[src/rtl/term_decoder.sv]
// term_decoder: terminal-side receiver for a text + ANSI/VT100 CSI byte stream.
// Keeps a row/col cursor and drives the write port of a 10-bit-addressed text
// buffer so that printable bytes and cursor commands land in screen memory.
//
// Ports:
//   clk        system clock, rising edge
//   rst_n      asynchronous active-low reset
//   i_byte     received byte
//   i_byte_v   one-cycle strobe, i_byte valid
//   o_wen      text buffer write enable (one-cycle pulse, held during clear)
//   o_addr     text buffer address
//   o_wdata    text buffer write data
//   o_cursor   cursor address row*COLS+col, one cycle behind row/col
//   o_busy     high while a screen clear runs
//   o_overrun  one-cycle pulse when a byte is dropped during a clear
//
// Build option: define TERM_DECODER_AUTOWRAP_EN to wrap the cursor to the next
// row after a printable written in the last column.
module term_decoder #(
    parameter int unsigned COLS = 40,
    parameter int unsigned ROWS = 25
) (
    input  logic       clk,
    input  logic       rst_n,
    input  logic [7:0] i_byte,
    input  logic       i_byte_v,
    output logic       o_wen,
    output logic [9:0] o_addr,
    output logic [7:0] o_wdata,
    output logic [9:0] o_cursor,
    output logic       o_busy,
    output logic       o_overrun
);

    localparam logic [4:0] ROW_MAX   = 5'(ROWS - 1);
    localparam logic [5:0] COL_MAX   = 6'(COLS - 1);
    localparam logic [8:0] ROW_MAX9  = 9'(ROWS - 1);
    localparam logic [8:0] COL_MAX9  = 9'(COLS - 1);
    localparam logic [9:0] LAST_CELL = 10'(COLS * ROWS - 1);

    typedef enum logic [1:0] {GROUND, ESC, CSI, CLEAR} state_t;

    state_t     state;
    logic [4:0] row;
    logic [5:0] col;
    logic [7:0] p0;
    logic [7:0] p1;
    logic       idx;
    logic [9:0] clr_addr;

    logic [9:0]  cur_addr;
    logic [7:0]  p_cur;
    logic [11:0] p_acc;
    logic [7:0]  p_new;
    logic [7:0]  cnt;
    logic [8:0]  cnt9;
    logic [8:0]  row_up9;
    logic [8:0]  col_up9;
    logic [4:0]  row_up;
    logic [4:0]  row_dn;
    logic [5:0]  col_up;
    logic [5:0]  col_dn;
    logic [7:0]  hr;
    logic [7:0]  hc;
    logic [4:0]  row_abs;
    logic [5:0]  col_abs;
    logic        is_print;
    logic        is_digit;

    assign cur_addr = 10'(row) * 10'(COLS) + 10'(col);
    assign is_print = (i_byte >= 8'h20) && (i_byte <= 8'h7E);
    assign is_digit = (i_byte >= 8'h30) && (i_byte <= 8'h39);

    // Parameter accumulation and cursor arithmetic, all clamped in >= 9 bits.
    always_comb begin
        p_cur   = idx ? p1 : p0;
        p_acc   = 12'(p_cur) * 12'd10 + 12'(i_byte - 8'h30);
        p_new   = (p_acc > 12'd255) ? 8'hFF : p_acc[7:0];

        cnt     = (p0 == 8'd0) ? 8'd1 : p0;
        cnt9    = 9'(cnt);
        row_up9 = 9'(row) + cnt9;
        col_up9 = 9'(col) + cnt9;
        row_up  = (row_up9 > ROW_MAX9) ? ROW_MAX : row_up9[4:0];
        col_up  = (col_up9 > COL_MAX9) ? COL_MAX : col_up9[5:0];
        row_dn  = (cnt9 > 9'(row)) ? 5'd0 : row - cnt[4:0];
        col_dn  = (cnt9 > 9'(col)) ? 6'd0 : col - cnt[5:0];

        hr      = (p0 == 8'd0) ? 8'd0 : p0 - 8'd1;
        hc      = (p1 == 8'd0) ? 8'd0 : p1 - 8'd1;
        row_abs = (9'(hr) > ROW_MAX9) ? ROW_MAX : hr[4:0];
        col_abs = (9'(hc) > COL_MAX9) ? COL_MAX : hc[5:0];
    end

    always_ff @(posedge clk or negedge rst_n) begin
        if (!rst_n) begin
            state     <= GROUND;
            row       <= '0;
            col       <= '0;
            p0        <= '0;
            p1        <= '0;
            idx       <= 1'b0;
            clr_addr  <= '0;
            o_wen     <= 1'b0;
            o_addr    <= '0;
            o_wdata   <= '0;
            o_cursor  <= '0;
            o_busy    <= 1'b0;
            o_overrun <= 1'b0;
        end else begin
            o_wen     <= 1'b0;
            o_overrun <= 1'b0;
            o_cursor  <= cur_addr;

            case (state)
                GROUND: begin
                    if (i_byte_v) begin
                        if (is_print) begin
                            o_wen   <= 1'b1;
                            o_addr  <= cur_addr;
                            o_wdata <= i_byte;
                            if (col != COL_MAX) begin
                                col <= col + 6'd1;
                            end
`ifdef TERM_DECODER_AUTOWRAP_EN
                            else if (row != ROW_MAX) begin
                                col <= '0;
                                row <= row + 5'd1;
                            end
`endif
                        end else begin
                            case (i_byte)
                                8'h0D: col <= '0;
                                8'h0A: if (row != ROW_MAX) row <= row + 5'd1;
                                8'h08: if (col != 6'd0) col <= col - 6'd1;
                                8'h1B: state <= ESC;
                                default: ;
                            endcase
                        end
                    end
                end

                ESC: begin
                    if (i_byte_v) begin
                        if (i_byte == 8'h5B) begin
                            p0    <= '0;
                            p1    <= '0;
                            idx   <= 1'b0;
                            state <= CSI;
                        end else if (i_byte != 8'h1B) begin
                            state <= GROUND;
                        end
                    end
                end

                CSI: begin
                    if (i_byte_v) begin
                        // Finals and unknown bytes both land in GROUND.
                        state <= GROUND;
                        if (is_digit) begin
                            state <= CSI;
                            if (idx) p1 <= p_new;
                            else     p0 <= p_new;
                        end else if (i_byte == 8'h3B) begin
                            state <= CSI;
                            idx   <= 1'b1;
                        end else if (i_byte == 8'h1B) begin
                            state <= ESC;
                        end else begin
                            case (i_byte)
                                8'h41: row <= row_dn;
                                8'h42: row <= row_up;
                                8'h43: col <= col_up;
                                8'h44: col <= col_dn;
                                8'h48, 8'h66: begin
                                    row <= row_abs;
                                    col <= col_abs;
                                end
                                8'h4A: begin
                                    if (p0 == 8'd2) begin
                                        state    <= CLEAR;
                                        o_busy   <= 1'b1;
                                        clr_addr <= '0;
                                    end
                                end
                                default: ;
                            endcase
                        end
                    end
                end

                CLEAR: begin
                    o_overrun <= i_byte_v;
                    o_wen     <= 1'b1;
                    o_addr    <= clr_addr;
                    o_wdata   <= 8'h20;
                    if (clr_addr == LAST_CELL) begin
                        state  <= GROUND;
                        o_busy <= 1'b0;
                        row    <= '0;
                        col    <= '0;
                    end else begin
                        clr_addr <= clr_addr + 10'd1;
                    end
                end

                default: state <= GROUND;
            endcase
        end
    end

endmodule

[config.mk]
export PLATFORM = sky130hd
export DESIGN_NAME = term_decoder
export DESIGN_NICKNAME = d
export VERILOG_FILES = /design/src/rtl/term_decoder.sv
export SDC_FILE = /design/constraint.sdc
export NUM_CORES = 1
export LEC_CHECK = 0
export ABC_AREA = 1
export CAP_MARGIN = 20
export CORE_MARGIN = 3
export CORE_UTILIZATION = 23
export CTS_CLUSTER_DIAMETER = 120
export DETAILED_ROUTE_END_ITERATION = 10
export GPL_TIMING_DRIVEN = 0
export HOLD_SLACK_MARGIN = 0.03
export PLACE_DENSITY_LB_ADDON = 0.3
export SYNTH_ARGS = -nofsm -noshare
export SYNTH_HDL_FRONTEND = slang
export SYNTH_SLANG_ARGS = --single-unit
[constraint.sdc]
create_clock -name clk -period 4.8 [get_ports clk]
set_input_delay 0.96 -clock clk [delete_from_list [all_inputs] [get_ports clk]]
set_output_delay 0.96 -clock clk [all_outputs]
set_load 0.1 [all_outputs]
==> results of run 1 <==
## placed cells by master (no fill, tap or decap), drive strengths merged, types with 2 or more instances in the layout
cell and n:
inv 136, clkbuf 20, clkinv 4, buf 16
nand4 30, nand3 120, nand2 268, xnor2 13
a21oi 76, fa 8, nand3b 7, nor2 95
dfrtp 71, o21ai 49, o31ai 5, a31oi 11
clkdlybuf4s50 40, ha 83, xor2 28, nor4 3
or2 4, a21o 2, nor3 17
## logic make-up after synthesis
kind of cell	count (synthesis)
simple gates	546
xor+xnor	41
fa+ha+maj	91
flops	71
compound gates	151
buf+inv	161
## metrics by stage
stage | cell area (µm²) | worst slack, ns | hold slack [ns] | std cells
4_1_cts | 8450 | 0.00607 | 0.484 | 1515
3_5_place_dp | 8140 | 0.0170 | 0.467 | 1499
2_1_floorplan | 7210 | 1.03 | 0.401 | 1061
5_1_grt | 8450 | 0.100 | 0.516 | 1514
3_3_place_gp | 8110 | 0.0466 | 0.465 | 1498
6_report | 8450 | 0.456 | 0.481 | 1514
## registers in the layout, indices dropped and copies added, names as in the netlist, 2 cells and up
signal and flops:
o_cursor 10, state 2, o_wdata 8, row 5
o_addr 10, p0 8, p1 8, col 6
clr_addr 10
## power groups by stage
stage	Sequential, µW	Combinational [µW]	Clock (µW)
floorplan	1740	1420	0
global placement	1000	2880	0
detailed placement	1000	2900	0
CTS	993	2910	737
global route	1020	3190	754
finish	988	2900	717
## cell type report
cell class              instances  area (µm²)
plain buffers                  24         108
clock buffers                  10         239
clock inverters                 6        68.8
fillers                      3469       22300
inverters                     136         510
multi-input cells             829        4810
flip-flops and latches         71        1780
well taps                     396         495
repair buffers                 42         435
## routing by layer
metal	vias up	share of wire [%]	track usage (%)
met2	159	46	21.9
met5	-	0	0
met1	3325	49	18.1
li1	3587	-	-
met3	16	3.8	1.77
met4	0	1.2	2.56
## worst max-delay path, stage by stage, from the launching register on
cell	delay (ns)
dfrtp_2	0.55
inv_1	0.29
o21ai_1	0.39
ha_1	0.31
ha_1	0.23
fa_1	0.41
nand3_1	0.13
nand2_1	0.06
nand2_1	0.08
nand2_1	0.05
a21oi_1	0.15
xnor2_1	0.10
ha_1	0.31
inv_1	0.08
nor3_1	0.26
nand3_1	0.11
nand3_1	0.12
nand3_1	0.09
nand2_2	0.15
nand3_1	0.17
nand3_1	0.13
nand2_1	0.06
## worst min-delay path by stage
stage | from | cells past startpoint | to | slack, ns
2_1_floorplan | col[2] | 0 | o_cursor[2] | 0.40
3_3_place_gp | p0[7] | 2 | p0[7] | 0.47
3_5_place_dp | p0[7] | 2 | p0[7] | 0.47
4_1_cts | p0[7] | 2 | p0[7] | 0.48
5_1_grt | rst_n | 1 | clr_addr[5] | 0.52
6_report | p0[7] | 2 | p0[7] | 0.48
==> results_dict.tcl, run 1 <==
set metrics [dict create \
    drtIter0Drc 574 \
    p_int_uw 2070 \
    area_growth_pct 17.2 \
    rsz0062_at_grt "false" \
    syn-cell-area_um2 7210 \
    grt_overflow 0 \
    slew_headroom_pct 33.9 \
    synth_cell_types 45 \
    io_pins 42 \
    synth.area.top_cells "dfrtp_1 25%, ha_1 14%, nand2_1 14%" \
    synth-compound-area-share_pct 11.7 \
    synth_cells 1061 \
    tns_ns 0 \
    fmax_ghz 0.230 \
    cts_resized 1 \
    die_w_um 183 \
    drt-wirelength-per-cell_um 14.5 \
    synth-edff-count 0 \
    die-area_um2 33500 \
    ir_drop_v 0.000338 \
    path_max_fanout 9 \
    r2r-end "p0[0]" \
    synth_xor_area_share_pct 4.98 \
    cts_setup_buffers 0 \
    cp.required_ns 5.04 \
    grt_pass1_vias 6784 \
    netlist.area_leader.share_pct 24.6 \
    synthArstFlopShare_pct 100 \
    cts_buffers 9 \
    slew_viol_final 0 \
    hold_viol_final 0 \
    globalplace.congestion 0.897 \
    dp_hpwl_mm 17.3 \
    synth_area_per_cell_um2 6.79 \
    status "completed" \
    crit_arrival_ns 4.58 \
    finalSetupViolCount 0 \
    fp.dieH_um 183 \
    drive_gt1_share_pct 5.99 \
    ctsHoldBuffers 0 \
    fin_crit_sh_pct 90.5 \
    cts_tree "built" \
    clock-root-buffer "clkbuf_16" \
    yosysTopAreaCell "dfrtp_1" \
    vias 7087 \
    diodes 0 \
    start_util_pct 23.4 \
    synth-main-ff-cell "dfrtp_1" \
    htree_num_levels 3 \
    skew_ns 0.00879 \
    synthMuxAreaShare_pct 0 \
    p_total_uw 4610 \
    clkTransAtPathRegs_ns 0.07 \
    grt.total_usage_pct 13.1 \
    sw_frac_of_total_pct 55.0 \
    synth_seq_cells 71 \
    vias_per_cell 4.68 \
    drc 0 \
    crit_start "p0[1]" \
    synth_fa_ha_area_share_pct 16.6 \
    cts_max_path_buffers 2 \
    utilization_pct 27.5 \
    reg2reg_depth 21 \
    num_rows 64 \
    drv_cap 0 \
    coreArea_um2 30700 \
    cts_sinks 71 \
    power.share.sequential_pct 21.4 \
    first_pass_iters 6 \
    fin_crit_ns 4.34 \
    hold_class "reg -> reg" \
    grt_max_degree 53 \
    endpoint_kind "register" \
    p_leak_uw 0.00409 \
    r2r_slack_ns 0.46 \
    clk_latency_ns 0.35 \
    nets 1215 \
    power.share.clock_pct 15.6 \
    endpoint "p0[0]" \
    pwr_density_cell_nw_per_um2 545 \
    synth_top_family_by_area "simple AND/OR/NAND/NOR gates" \
    grt_pass1_wl_mm 35.7 \
    tightest_slew_ns 0.988 \
    reg2reg_from "p0[1]" \
    antenna_found_initial 0 \
    synthesis.nets 1163 \
    synth_most_common_cell "nand2_1" \
    p_switching_uw 2540 \
    yosys.area_share.simple_pct 33.4 \
    critical_path_class "reg -> reg" \
    power_frac_comb_pct 63.0 \
    wl_mm 21.9 \
    ant_nets 0 \
    ys_warn_count 0 \
    portBuffers 41 \
    yosysSeqAreaShare_pct 24.6 \
    ys_top_cells_by_count "262 x nand2_1, 124 x inv_1, 120 x nand3_1" \
    cp-start-kind "register" \
]
(Power assumes the default switching activity.)
==> inputs of run 2 (changes only) <==
==> constraint.sdc (replaced) <==
create_clock -name clk -period 5.3 [get_ports clk]
set_input_delay 1.06 -clock clk [delete_from_list [all_inputs] [get_ports clk]]
set_output_delay 1.06 -clock clk [all_outputs]
set_load 0.1 [all_outputs]
==> run 2 against run 1 <==
Power down 9.5%. Die area unchanged. Critical path depth unchanged. Clock-buffer cell count unchanged. Global-route usage unchanged. Highest routed layer unchanged. First-iteration DRC count down 7.8%. Worst setup slack better by 0.080 ns. Sequential power down 9.4%. Hold slack worse by 0.00052 ns.
==> results_dict.tcl, run 2 (synthesized netlist as in run 1, its figures left out) <==
set metrics [dict create \
    path_delay_family "simple AND/OR/NAND/NOR gates" \
    timing.final.ws_setup_ns 0.536 \
    grt.total_usage_pct 13.1 \
    cts_resized 0 \
    rsz0062_at_grt "false" \
    area_growth_pct 17.2 \
    globalplace.congestion 0.897 \
    p_total_uw 4170 \
    cts_max_path_buffers 2 \
    final_common_cell "nand2_1" \
    cp_slowest_stage_delay_ns 0.69 \
    grt_overflow 0 \
    antenna_found_initial 0 \
    vias_per_cell 4.63 \
    cp.required_ns 5.54 \
    cts_tree "built" \
    tns_ns 0 \
    wl_mm 21.8 \
    slew_viol_final 0 \
    p_leak_uw 0.00409 \
    fp.dieH_um 183 \
    cp_slowest_cell "dfrtp_1" \
    die-area_um2 33500 \
    nets 1216 \
    first_pass_iters 6 \
    path_max_fanout 9 \
    fmax_ghz 0.210 \
    crit_arrival_ns 5.01 \
    crit_buf_inv 2 \
    hold_viol_final 0 \
    endpoint_kind "register" \
    r2r_slack_ns 0.54 \
    clock-root-buffer "clkbuf_16" \
    pwr_density_cell_nw_per_um2 493 \
    pre_cts_ws_ns 0.517 \
    ir_drop_v 0.000306 \
    start_util_pct 23.4 \
    worstPathCellList "inv_1, o21ai_0, ha_1, ha_1, fa_1, nand3_1, nand2_1, nand2_1, nand2_1, a21oi_1, xnor2_1, ha_1, inv_1, nor3_1, nand3_1, nand3_1, nand3_1, nand2_2, nand3_1, nand3_1, nand2_1" \
    htree_num_levels 3 \
    slew_headroom_pct 33.9 \
    drtIter0Drc 529 \
    status "completed" \
    vias 7021 \
    crit_path_frequent_cell "nand3_1" \
    grt_pass1_vias 6784 \
    die_w_um 183 \
    dp_hpwl_mm 17.3 \
    io_pins 42 \
    diodes 0 \
    grt_pass1_wl_mm 35.7 \
    finalSetupViolCount 0 \
    clk_latency_ns 0.35 \
    final_cell_mix "262 x nand2_1, 124 x inv_1, 120 x nand3_1" \
    coreArea_um2 30700 \
    drive_gt1_share_pct 5.81 \
    critical_path_class "reg -> reg" \
    drt-wirelength-per-cell_um 14.4 \
    skew_ns 0.0100 \
    fin_crit_sh_pct 89.9 \
    tightest_slew_ns 0.988 \
    grt_max_degree 53 \
    cts_buffers 9 \
    cts_setup_buffers 0 \
    cts_sinks 71 \
    clkTransAtPathRegs_ns 0.07 \
    ctsHoldBuffers 0 \
    drv_cap 0 \
    top_regs "clr_addr (10), o_addr (10), o_cursor (10)" \
    drc 0 \
    hold_class "reg -> reg" \
    ant_nets 0 \
    fin_crit_ns 4.76 \
    num_rows 64 \
    portBuffers 41 \
    cp-start-kind "register" \
]
run 2: layout make-up:
cell class	count	area, µm²
Timing Repair Buffer	42	435
Clock buffer	10	239
Fill cell	3471	22300
Tap cell	396	495
Buffer	25	111
Clock inverter	6	68.8
Multi-Input combinational cell	829	4810
Sequential cell	71	1780
Inverter	136	510
run 2: through the flow:
step           area, µm²  hold WS [ns]  std cells  utilization (%)
2_1_floorplan       7210         0.401       1061                -
3_3_place_gp        8110         0.465       1498             26.4
3_5_place_dp        8140         0.467       1499             26.5
4_1_cts             8450         0.484       1515             27.5
5_1_grt             8450         0.516       1515             27.5
6_report            8450         0.480       1515             27.5
run 2: where the power goes:
part | total, µW | internal (µW) | switching (µW)
logic | 2620 | 786 | 1840
registers | 895 | 708 | 186
clock network | 650 | 380 | 269
total | 4170 | 1870 | 2290
run 2: final timing paths:
check | startpoint | end | depth (start not counted)
worst max-delay path | p0[1] | p0[0] | 21
worst min-delay path | p0[7] | p0[7] | 2
worst max register to register | p0[1] | p0[0] | 21
worst min register to register | p0[7] | p0[7] | 2
max in group asynchronous | rst_n | p0[5] | 2
min in group asynchronous | rst_n | clr_addr[5] | 1
run 2: tightest hold or removal path: stages, from the launching register on:
cell and delay (ns):
dfrtp_1 0.34, nand2_1 0.05, nand2_1 0.05
run 2: per-layer routing:
layer,track usage (%),share of wire [%],vias up
met5,0,0,-
met4,2.56,1.3,0
met3,1.77,3.5,20
met2,21.9,46,134
met1,18.1,49,3271
li1,-,-,3596
